### src/rtl/counter_bank_drain_pkg.sv
// counter_bank_pkg: shared types and default sizing for the counter bank drain.
// Holds the scan FSM state encoding and the streamed (address, count) pair.
package counter_bank_pkg;

  localparam int DEPTH_DEF  = 8;
  localparam int ADDR_W_DEF = 3;
  localparam int DATA_W_DEF = 32;

  typedef enum logic [1:0] {
    IDLE,
    FETCH,
    SEND
  } state_t;

  typedef struct packed {
    logic [ADDR_W_DEF-1:0] addr;
    logic [DATA_W_DEF-1:0] data;
    logic                  last;
  } pair_t;

endpackage

### src/rtl/counter_bank_drain.sv
// counter_bank_drain: walks the counter memory and streams (addr, count) pairs.
// Define COUNTER_BANK_DRAIN_CLEAR_EN to zero each entry as it is consumed.
module counter_bank_drain
  import counter_bank_pkg::*;
#(
  parameter int DEPTH  = DEPTH_DEF,
  parameter int ADDR_W = ADDR_W_DEF,
  parameter int DATA_W = DATA_W_DEF
) (
  input  logic              clk,
  input  logic              reset,
  input  logic              io_start,
  output logic              io_busy,
  output logic [ADDR_W-1:0] io_mem_raddr,
  input  logic [DATA_W-1:0] io_mem_rdata,
  output logic              io_mem_wen,
  output logic [ADDR_W-1:0] io_mem_waddr,
  output logic [DATA_W-1:0] io_mem_wdata,
  output logic              io_out_valid,
  input  logic              io_out_ready,
  output logic [ADDR_W-1:0] io_out_addr,
  output logic [DATA_W-1:0] io_out_data,
  output logic              io_out_last,
  output logic              io_done
);

  localparam logic [ADDR_W-1:0] LAST_IDX = ADDR_W'(DEPTH - 1);

  state_t            state;
  state_t            state_nx;
  logic [ADDR_W-1:0] idx;
  logic [ADDR_W-1:0] out_addr;
  logic [DATA_W-1:0] out_data;
  logic              out_valid;
  logic              out_last;
  logic              busy;
  logic              done;
  logic              hs;

  assign hs = (state == SEND) && out_valid && io_out_ready;

  always_ff @(posedge clk) begin
    if (reset) state <= IDLE;
    else       state <= state_nx;
  end

  always_comb begin
    state_nx = state;
    unique case (state)
      IDLE:    if (io_start) state_nx = FETCH;
      FETCH:   state_nx = SEND;
      SEND:    if (hs) state_nx = out_last ? IDLE : FETCH;
      default: state_nx = IDLE;
    endcase
  end

  // Pair holding register: loaded in FETCH, frozen until handshake.
  always_ff @(posedge clk) begin
    if (reset) begin
      idx       <= '0;
      out_addr  <= '0;
      out_data  <= '0;
      out_valid <= 1'b0;
      out_last  <= 1'b0;
      busy      <= 1'b0;
      done      <= 1'b0;
    end else begin
      done <= 1'b0;
      unique case (state)
        IDLE: begin
          if (io_start) begin
            idx  <= '0;
            busy <= 1'b1;
          end
        end
        FETCH: begin
          out_data  <= io_mem_rdata;
          out_addr  <= idx;
          out_valid <= 1'b1;
          out_last  <= (idx == LAST_IDX);
        end
        SEND: begin
          if (hs) begin
            out_valid <= 1'b0;
            if (out_last) begin
              busy <= 1'b0;
              done <= 1'b1;
            end else begin
              idx <= idx + 1'b1;
            end
          end
        end
        default: ;
      endcase
    end
  end

  always_comb begin
    io_mem_raddr = idx;
    io_mem_wen   = 1'b0;
    io_mem_waddr = '0;
    io_mem_wdata = '0;
`ifdef COUNTER_BANK_DRAIN_CLEAR_EN
    io_mem_wen   = hs && !reset;
    io_mem_waddr = out_addr;
`endif
  end

  assign io_busy      = busy;
  assign io_done      = done;
  assign io_out_valid = out_valid;
  assign io_out_addr  = out_addr;
  assign io_out_data  = out_data;
  assign io_out_last  = out_last;

endmodule
### config.mk
export PLATFORM = sky130hd
export DESIGN_NAME = counter_bank_drain
export DESIGN_NICKNAME = d
export VERILOG_FILES = /design/src/rtl/counter_bank_drain_pkg.sv /design/src/rtl/counter_bank_drain.sv
export SDC_FILE = /design/constraint.sdc
export NUM_CORES = 1
export LEC_CHECK = 0
export CAP_MARGIN = 25
export CELL_PAD_IN_SITES_DETAIL_PLACEMENT = 1
export CELL_PAD_IN_SITES_GLOBAL_PLACEMENT = 1
export CORE_MARGIN = 3
export CORE_UTILIZATION = 25
export DETAILED_ROUTE_END_ITERATION = 16
export PLACE_DENSITY_LB_ADDON = 0.1
export SLEW_MARGIN = 20
export SYNTH_ARGS = -nofsm -noshare
export SYNTH_HDL_FRONTEND = slang
export SYNTH_SLANG_ARGS = --single-unit
### constraint.sdc
create_clock -name clk -period 1.6 [get_ports clk]
set_input_delay 0.24 -clock clk [delete_from_list [all_inputs] [get_ports clk]]
set_output_delay 0.24 -clock clk [all_outputs]
set_load 0.02 [all_outputs]
# == Word level (Yosys, flattened, before mapping) ==
# Cells that the tools add are included.
# classes
n_addsub,1
eq_ne,7
n_mux,15
bitwise,2
n_reduce_logical,10
# op_table
operator,count
$mux 3,3
$ne 2x2->1 const B,4
$reduce_and 4->1,2
$mux 1,6
$pmux 2 s3,1
$pmux 3 s2,1
$mux 2,2
$pmux 1 s2,2
$reduce_and 2->1,2
$reduce_bool 2->1,2
$add 3x1->3 const B,1
$eq 3x3->1 const B,1
$reduce_or 3->1,1
$eq 2x1->1 const B,1
$eq 2x2->1 const B,1
$logic_and 1x1->1,2
$logic_not 2->1,1
$not 1->1,2
# totals
ff_bits,44
in_bits,36
out_inout_bits,78
word_cells,43

# == Longest topological paths before layout ==
# Gate-level depths: netlist (run 1).
# logic_depth
word_depth,5
mapped_depth,5
ltp_nobuf,4

# == Worst setup path after synthesis (run 1) ==
# No wires, ideal clock.
# synth_path
kind,register to register
start,"register out_last, in the netlist io_out_last"
end,"register idx[0], in the netlist io_mem_raddr[0]"
arrival_time_ps,1182
slack_ps,360
stages_incl_launch_ff,4
path_buffers,0
period_less_slack_ps,1240
cell_sequence,dfxtp_1 and4b_1 o31ai_2 mux2_2
# synth_between
elab_chain_cells,2
# synth_rtl
item,line,text
from (decl),counter_bank_drain.sv:35,logic out_last;
from (signal assigned),counter_bank_drain.sv:80,out_last <= (idx == LAST_IDX);
$ne 2x2->1 (no line),-,
$reduce_and 4->1 (no line),-,
to (signal assigned),counter_bank_drain.sv:89,idx <= idx + 1'b1;
to (decl),counter_bank_drain.sv:31,logic [ADDR_W-1:0] idx;
# No other way between the ends.
# A chain may end at the register's enable or synchronous reset.

# == Worst setup path after layout (run 1) ==
# layout_path
start,"register out_addr[2], in the netlist io_out_addr[2]"
end,output port io_out_addr[2]
# layout_lines
item,line,text
from (decl),counter_bank_drain.sv:32,logic [ADDR_W-1:0] out_addr;
from (signal assigned),counter_bank_drain.sv:78,out_addr <= idx;
to (decl),counter_bank_drain.sv:21,"output logic [ADDR_W-1:0] io_out_addr,"
# No word-level cell between the ends.

==> results.json, run 1 <==
{
  "design.core.area_um2": 7060,
  "fillers": 897,
  "die_w_um": 92.7,
  "final_max_slew_viol_count": 0,
  "synth_cells": 229,
  "layout-drive-gt1-share": 0.0526,
  "status": "finished clean",
  "synth_area_leaders": "dfxtp_1 (47%), buf_4 (16%), nand2_1 (15%)",
  "cp_max_fo": 2,
  "drt_iter0_drc": 12,
  "initial_core_util": 0.266,
  "start_kind": "register",
  "swShare": 0.283,
  "cp_num_buf_inv": 1,
  "ys_ff_latch": 44,
  "use_met2": 0.178,
  "synth.most_common_cell": "nand2_1",
  "rsz0062_at_grt": "no",
  "clockBufferDepth": 2,
  "synth_area_per_cell_um2": 8.21,
  "cts_inserted_buffers": 5,
  "hpwlAfterDp_mm": 3.58,
  "gp_congestion": 0.684,
  "routed_wl_mm": 4.96,
  "cp.required_ns": 1.36,
  "synthFlopType": "dfxtp_1",
  "route.detailed.drc": 0,
  "skew_ns": 0.00180,
  "reg2reg_setup_slack_ns": 0.34,
  "power_switching_uw": 647,
  "cp_slowest_stage_delay_ns": 0.63,
  "worstSetupPathType": "register to output port",
  "placedCellCount": 393,
  "synth.cells.most_frequent": "nand2_1 (74), dfxtp_1 (44), buf_4 (40)",
  "synth-edff-count": 0,
  "grt_pass1_wl_mm": 7.78,
  "track_usage": 0.114,
  "diodes": 0,
  "cts_tree": "yes",
  "synth_top_area_frac": 0.469,
  "dr_total_vias": 1600,
  "power_leakage_nw": 1.04,
  "use_met1": 0.152,
  "post-route-period-util": 0.940,
  "ys_warn_count": 0,
  "tns_ns": 0,
  "clockRootBuffer": "clkbuf_8",
  "postSynth.asyncResetShare": 0,
  "antenna_found_initial": 0,
  "grt_start_max_net_pins": 36,
  "syn2layout_area_growth_pct": 41.7,
  "grt_pass1_vias": 1547,
  "yosysTopAreaCell": "dfxtp_1",
  "via_per_inst": 4.00,
  "pwr-share-seq": 0.513,
  "ir_drop_mv": 0.295,
  "timing.fmax_mhz": 665,
  "worstSkewPairLatency_ns": 0.29,
  "arrival_ns": 1.26,
  "p_clk_frac": 0.284,
  "met3_usage": 0.0309,
  "yosysSeqAreaShare": 0.469,
  "grt.busiest_layer": "met2",
  "yosysUniqueCellTypes": 26,
  "cts_sinks": 44,
  "drv_cap": 0,
  "instances_no_fill": 400,
  "post-route-min-period_ns": 1.50,
  "die_area_um2": 8590,
  "hold_class": "primary input to register",
  "crit_path_end_kind": "output port",
  "dr.pass1.iters": 4,
  "die_y_um": 92.7,
  "clk_pin_slew_ns": 0.08,
  "crit_family": "buffers and inverters",
  "antenna_left": 0,
  "crit_chain": "clkdlybuf4s50_1",
  "cts_hold_buf": 0,
  "final_nets": 342,
  "grt_overflow": 0,
  "netlist_area_um2": 1880,
  "fp-row-count": 30,
  "cpMaxStageDelayCell": "clkdlybuf4s50_1",
  "power.density_nw_per_um2": 859,
  "finalSetupViolations": 0,
  "io_pins": 114,
  "h-tree-depth": 2,
  "avgRoutedWirePerCell_um": 12.4,
  "p_int_mw": 1.64,
  "hold_viol": 0,
  "p_comb_frac": 0.203,
  "io_buffers": 77
}
-- metal layers --
layer / up-vias / share of wire
met5: - / 0
met4: 0 / 0.012
met3: 7 / 0.067
met2: 67 / 0.45
met1: 714 / 0.47
li1: 812 / -
-- power groups by stage --
stage	combinational, mW	sequential [mW]	clock (mW)
2_1_floorplan	0.272	1.25	0
3_3_place_gp	0.469	1.20	0
3_5_place_dp	0.470	1.20	0
4_1_cts	0.471	1.18	0.688
5_1_grt	0.505	1.18	0.742
6_report	0.463	1.17	0.650
-- path summary, 6_finish.rpt --
kind | startpoint | to | cells past startpoint
worst max-delay path | io_out_addr[2] | io_out_addr[2] | 1
worst min-delay path | reset | io_out_last | 2
worst max register to register | state[0] | io_out_data[17] | 4
worst min register to register | io_out_addr[1] | io_out_addr[1] | 2
-- registers in the layout (all words and copies together), names as in the netlist --
register / flops
io_out_data: 32
io_mem_raddr: 3
io_out_addr: 3
state: 2
io_busy: 1
io_done: 1
io_out_last: 1
io_out_valid: 1
-- repair_timing --
action | 4_1_cts | 5_1_grt
setup endpoints to repair | 4 | 1
gates resized for setup | 4 | 1
setup buffers | 0 | 0
pin swaps | 0 | 0
-- through the flow --
stage               power [mW]  hold slack [ns]  setup WS [ns]  area, um^2  utilization
global route              2.43            0.296         0.0459        2660        0.377
floorplan                 1.53            0.376          0.360        2010            -
CTS                       2.33            0.265        0.00219        2660        0.377
detailed placement        1.67            0.446         0.0969        2590        0.367
global placement          1.67            0.442          0.122        2590        0.367
finish                    2.29            0.268         0.0957        2660        0.377
-- worst reg2reg max path, stage by stage, from the launching register on --
cell and delay, ns:
dfxtp_1 0.44, and2b_1 0.22, buf_4 0.31, nand2_1 0.11, a21oi_1 0.12
-- cell type report --
type                    instances  area (um^2)  share of cell area
clock inverters                 1         5.00             0.00188
multi-input cells             170          779               0.293
well taps                      96          120              0.0451
repair buffers                 82          801               0.301
clock buffers                   6         72.6              0.0273
flip-flops and latches         44          881               0.331
inverters                       1         3.75             0.00141
-- logic make-up (layout without fill, tap and decap cells) --
group / count (synthesis) / after routing / synth area share
flops: 44 / 44 / 0.469
fa+ha+maj: 2 / 2 / 0.0133
compound gates: 42 / 42 / 0.122
other cells: 1 / 36 / 0.00200
mux: 1 / 1 / 0.00599
simple gates: 89 / 89 / 0.202
buf+inv: 50 / 90 / 0.186
-- cell usage in the layout (no fill, tap or decap), types with 2 or more instances in the layout --
cell type	count
dlygate4sd2_1	4
conb_1	36
nor3_1	2
a21oi_1	37
ha_1	2
clkbuf_8	5
nand2b_1	2
nor2b_1	2
dfxtp_1	44
nor2_1	3
clkdlybuf4s50_1	71
nand2_1	74
a22o_1	2
buf_4	5
No activity file was read; power rests on OpenSTA's default activity.
==> run 2: changes to the inputs <==
Settings changed: MAX_ROUTING_LAYER set to met4.
==> run 2 against run 1 <==
Effect of this change: hold slack improved by 0.0058 ns; core utilization did not move; first-iteration DRC count rose by 83%; global-route usage rose by 0.33 points; sequential share of layout area did not move; wire length barely moved; non-clock buffer count did not move; combinational power barely moved; flip-flop and latch count did not move; worst setup slack got worse by 0.00093 ns; highest routed layer unchanged; final cell count did not move.
==> results.json, run 2 (synthesized netlist as in run 1, its figures left out) <==
{
  "status": "finished clean",
  "grt_start_max_net_pins": 36,
  "reg2reg_depth": 4,
  "arrival_ns": 1.27,
  "route.detailed.drc": 0,
  "cp_num_buf_inv": 1,
  "post_cts.repair.setup_buffers": 0,
  "h-tree-depth": 2,
  "rsz0062_at_grt": "no",
  "dr.pass1.iters": 4,
  "avgRoutedWirePerCell_um": 12.4,
  "clockBufferDepth": 2,
  "diodes": 0,
  "cp.required_ns": 1.36,
  "tns_ns": 0,
  "routed_wl_mm": 4.96,
  "hold_class": "primary input to register",
  "timing.fmax_mhz": 664,
  "fin_ws_ns": 0.0948,
  "dr_total_vias": 1599,
  "finalSetupViolations": 0,
  "fp-row-count": 30,
  "worstSetupPathType": "register to output port",
  "post-route-period-util": 0.941,
  "cp.depth": 1,
  "cts_sinks": 44,
  "design.core.area_um2": 7060,
  "final_max_slew_viol_count": 0,
  "grt_overflow": 0,
  "antenna_left": 0,
  "cp_slowest_stage_delay_ns": 0.63,
  "post-route-min-period_ns": 1.51,
  "crit_path_end_kind": "output port",
  "die_w_um": 92.7,
  "largest_reg_flops": 32,
  "cp_max_fo": 2,
  "cts_tree": "yes",
  "final_common_cell": "nand2_1",
  "totalPowerFinal_mw": 2.29,
  "gp_congestion": 0.691,
  "regArea_um2": 881,
  "cts_resized": 4,
  "start_kind": "register",
  "die_y_um": 92.7,
  "clk_pin_slew_ns": 0.08,
  "io_pins": 114,
  "whs_path_depth": 2,
  "syn2layout_area_growth_pct": 41.7,
  "pre_cts_ws_ns": 0.0969,
  "cts_inserted_buffers": 5,
  "crit_chain": "clkdlybuf4s50_1",
  "fin_area_um2": 2660,
  "initial_core_util": 0.266,
  "io_buffers": 77,
  "crit_family": "buffers and inverters",
  "multi_input_area_um2": 779,
  "track_usage": 0.117,
  "ir_drop_mv": 0.295,
  "skew_ns": 0.00209,
  "grt_pass1_wl_mm": 7.77,
  "antenna_found_initial": 0,
  "power_leakage_nw": 1.04,
  "drt_iter0_drc": 22,
  "drv_cap": 0,
  "layout-drive-gt1-share": 0.0526,
  "clockRootBuffer": "clkbuf_8",
  "hold_viol": 0,
  "cts_hold_buf": 0,
  "most-common-layout-cells": "nand2_1 (74), clkdlybuf4s50_1 (71), dfxtp_1 (44)",
  "power.density_nw_per_um2": 859,
  "die_area_um2": 8590,
  "placed_area_um2": 2590,
  "final_nets": 342,
  "grt_pass1_vias": 1551,
  "hpwlAfterDp_mm": 3.58,
  "cpMaxStageDelayCell": "clkdlybuf4s50_1",
  "via_per_inst": 4.00,
  "fillers": 897,
  "worstSkewPairLatency_ns": 0.29
}
[run 2: cell counts in the layout (fill, tap and decap cells not counted)]
Identical to the previous run, type by type.
[run 2: area by class of cell]
class	instances	share of cell area
Multi-Input combinational cell	170	0.293
Clock buffer	6	0.0273
Inverter	1	0.00141
Tap cell	96	0.0451
Sequential cell	44	0.331
Timing Repair Buffer	82	0.301
Clock inverter	1	0.00188
[run 2: final timing paths]
check,start,to,slack [ns]
worst max register to register,state[0],io_out_data[17],0.34
worst min register to register,io_out_addr[1],io_out_addr[1],0.45
worst max-delay path,io_out_addr[2],io_out_addr[2],0.09
worst min-delay path,reset,io_out_last,0.27
[run 2: per-layer routing]
metal	track usage	wire, um	part of all wire
met1	0.152	2340	0.47
met5	-	0	0
met2	0.178	2240	0.45
met3	0.0309	334	0.067
met4	0.0366	42	0.0085
[run 2: worst reg2reg max path: cells and delay by family, from the launching register on]
family / cells / cell delay (ns)
compound gates: 1 / 0.12
buf+inv: 1 / 0.31
flops: 1 / 0.44
simple gates: 2 / 0.33
[run 2: per-stage QoR]
step	utilization	std cells	hold WS, ns
6_report	0.377	400	0.274
5_1_grt	0.377	400	0.293
4_1_cts	0.377	400	0.265
3_5_place_dp	0.367	393	0.446
3_3_place_gp	0.367	393	0.442
2_1_floorplan	-	264	0.376
[run 2: power by group]
part | leakage (nW) | switching, mW | total [mW] | internal (mW)
combinational | 0.643 | 0.265 | 0.463 | 0.198
sequential | 0.358 | 0.0296 | 1.17 | 1.14
clock | 0.0410 | 0.353 | 0.650 | 0.297
total | 1.04 | 0.647 | 2.29 | 1.64
==> run 3: changes to the inputs <==
Settings changed: CTS_CLUSTER_SIZE set to 12.
==> results of run 3 <==
Final layout, timing and power as in run 2 (identical DEF).
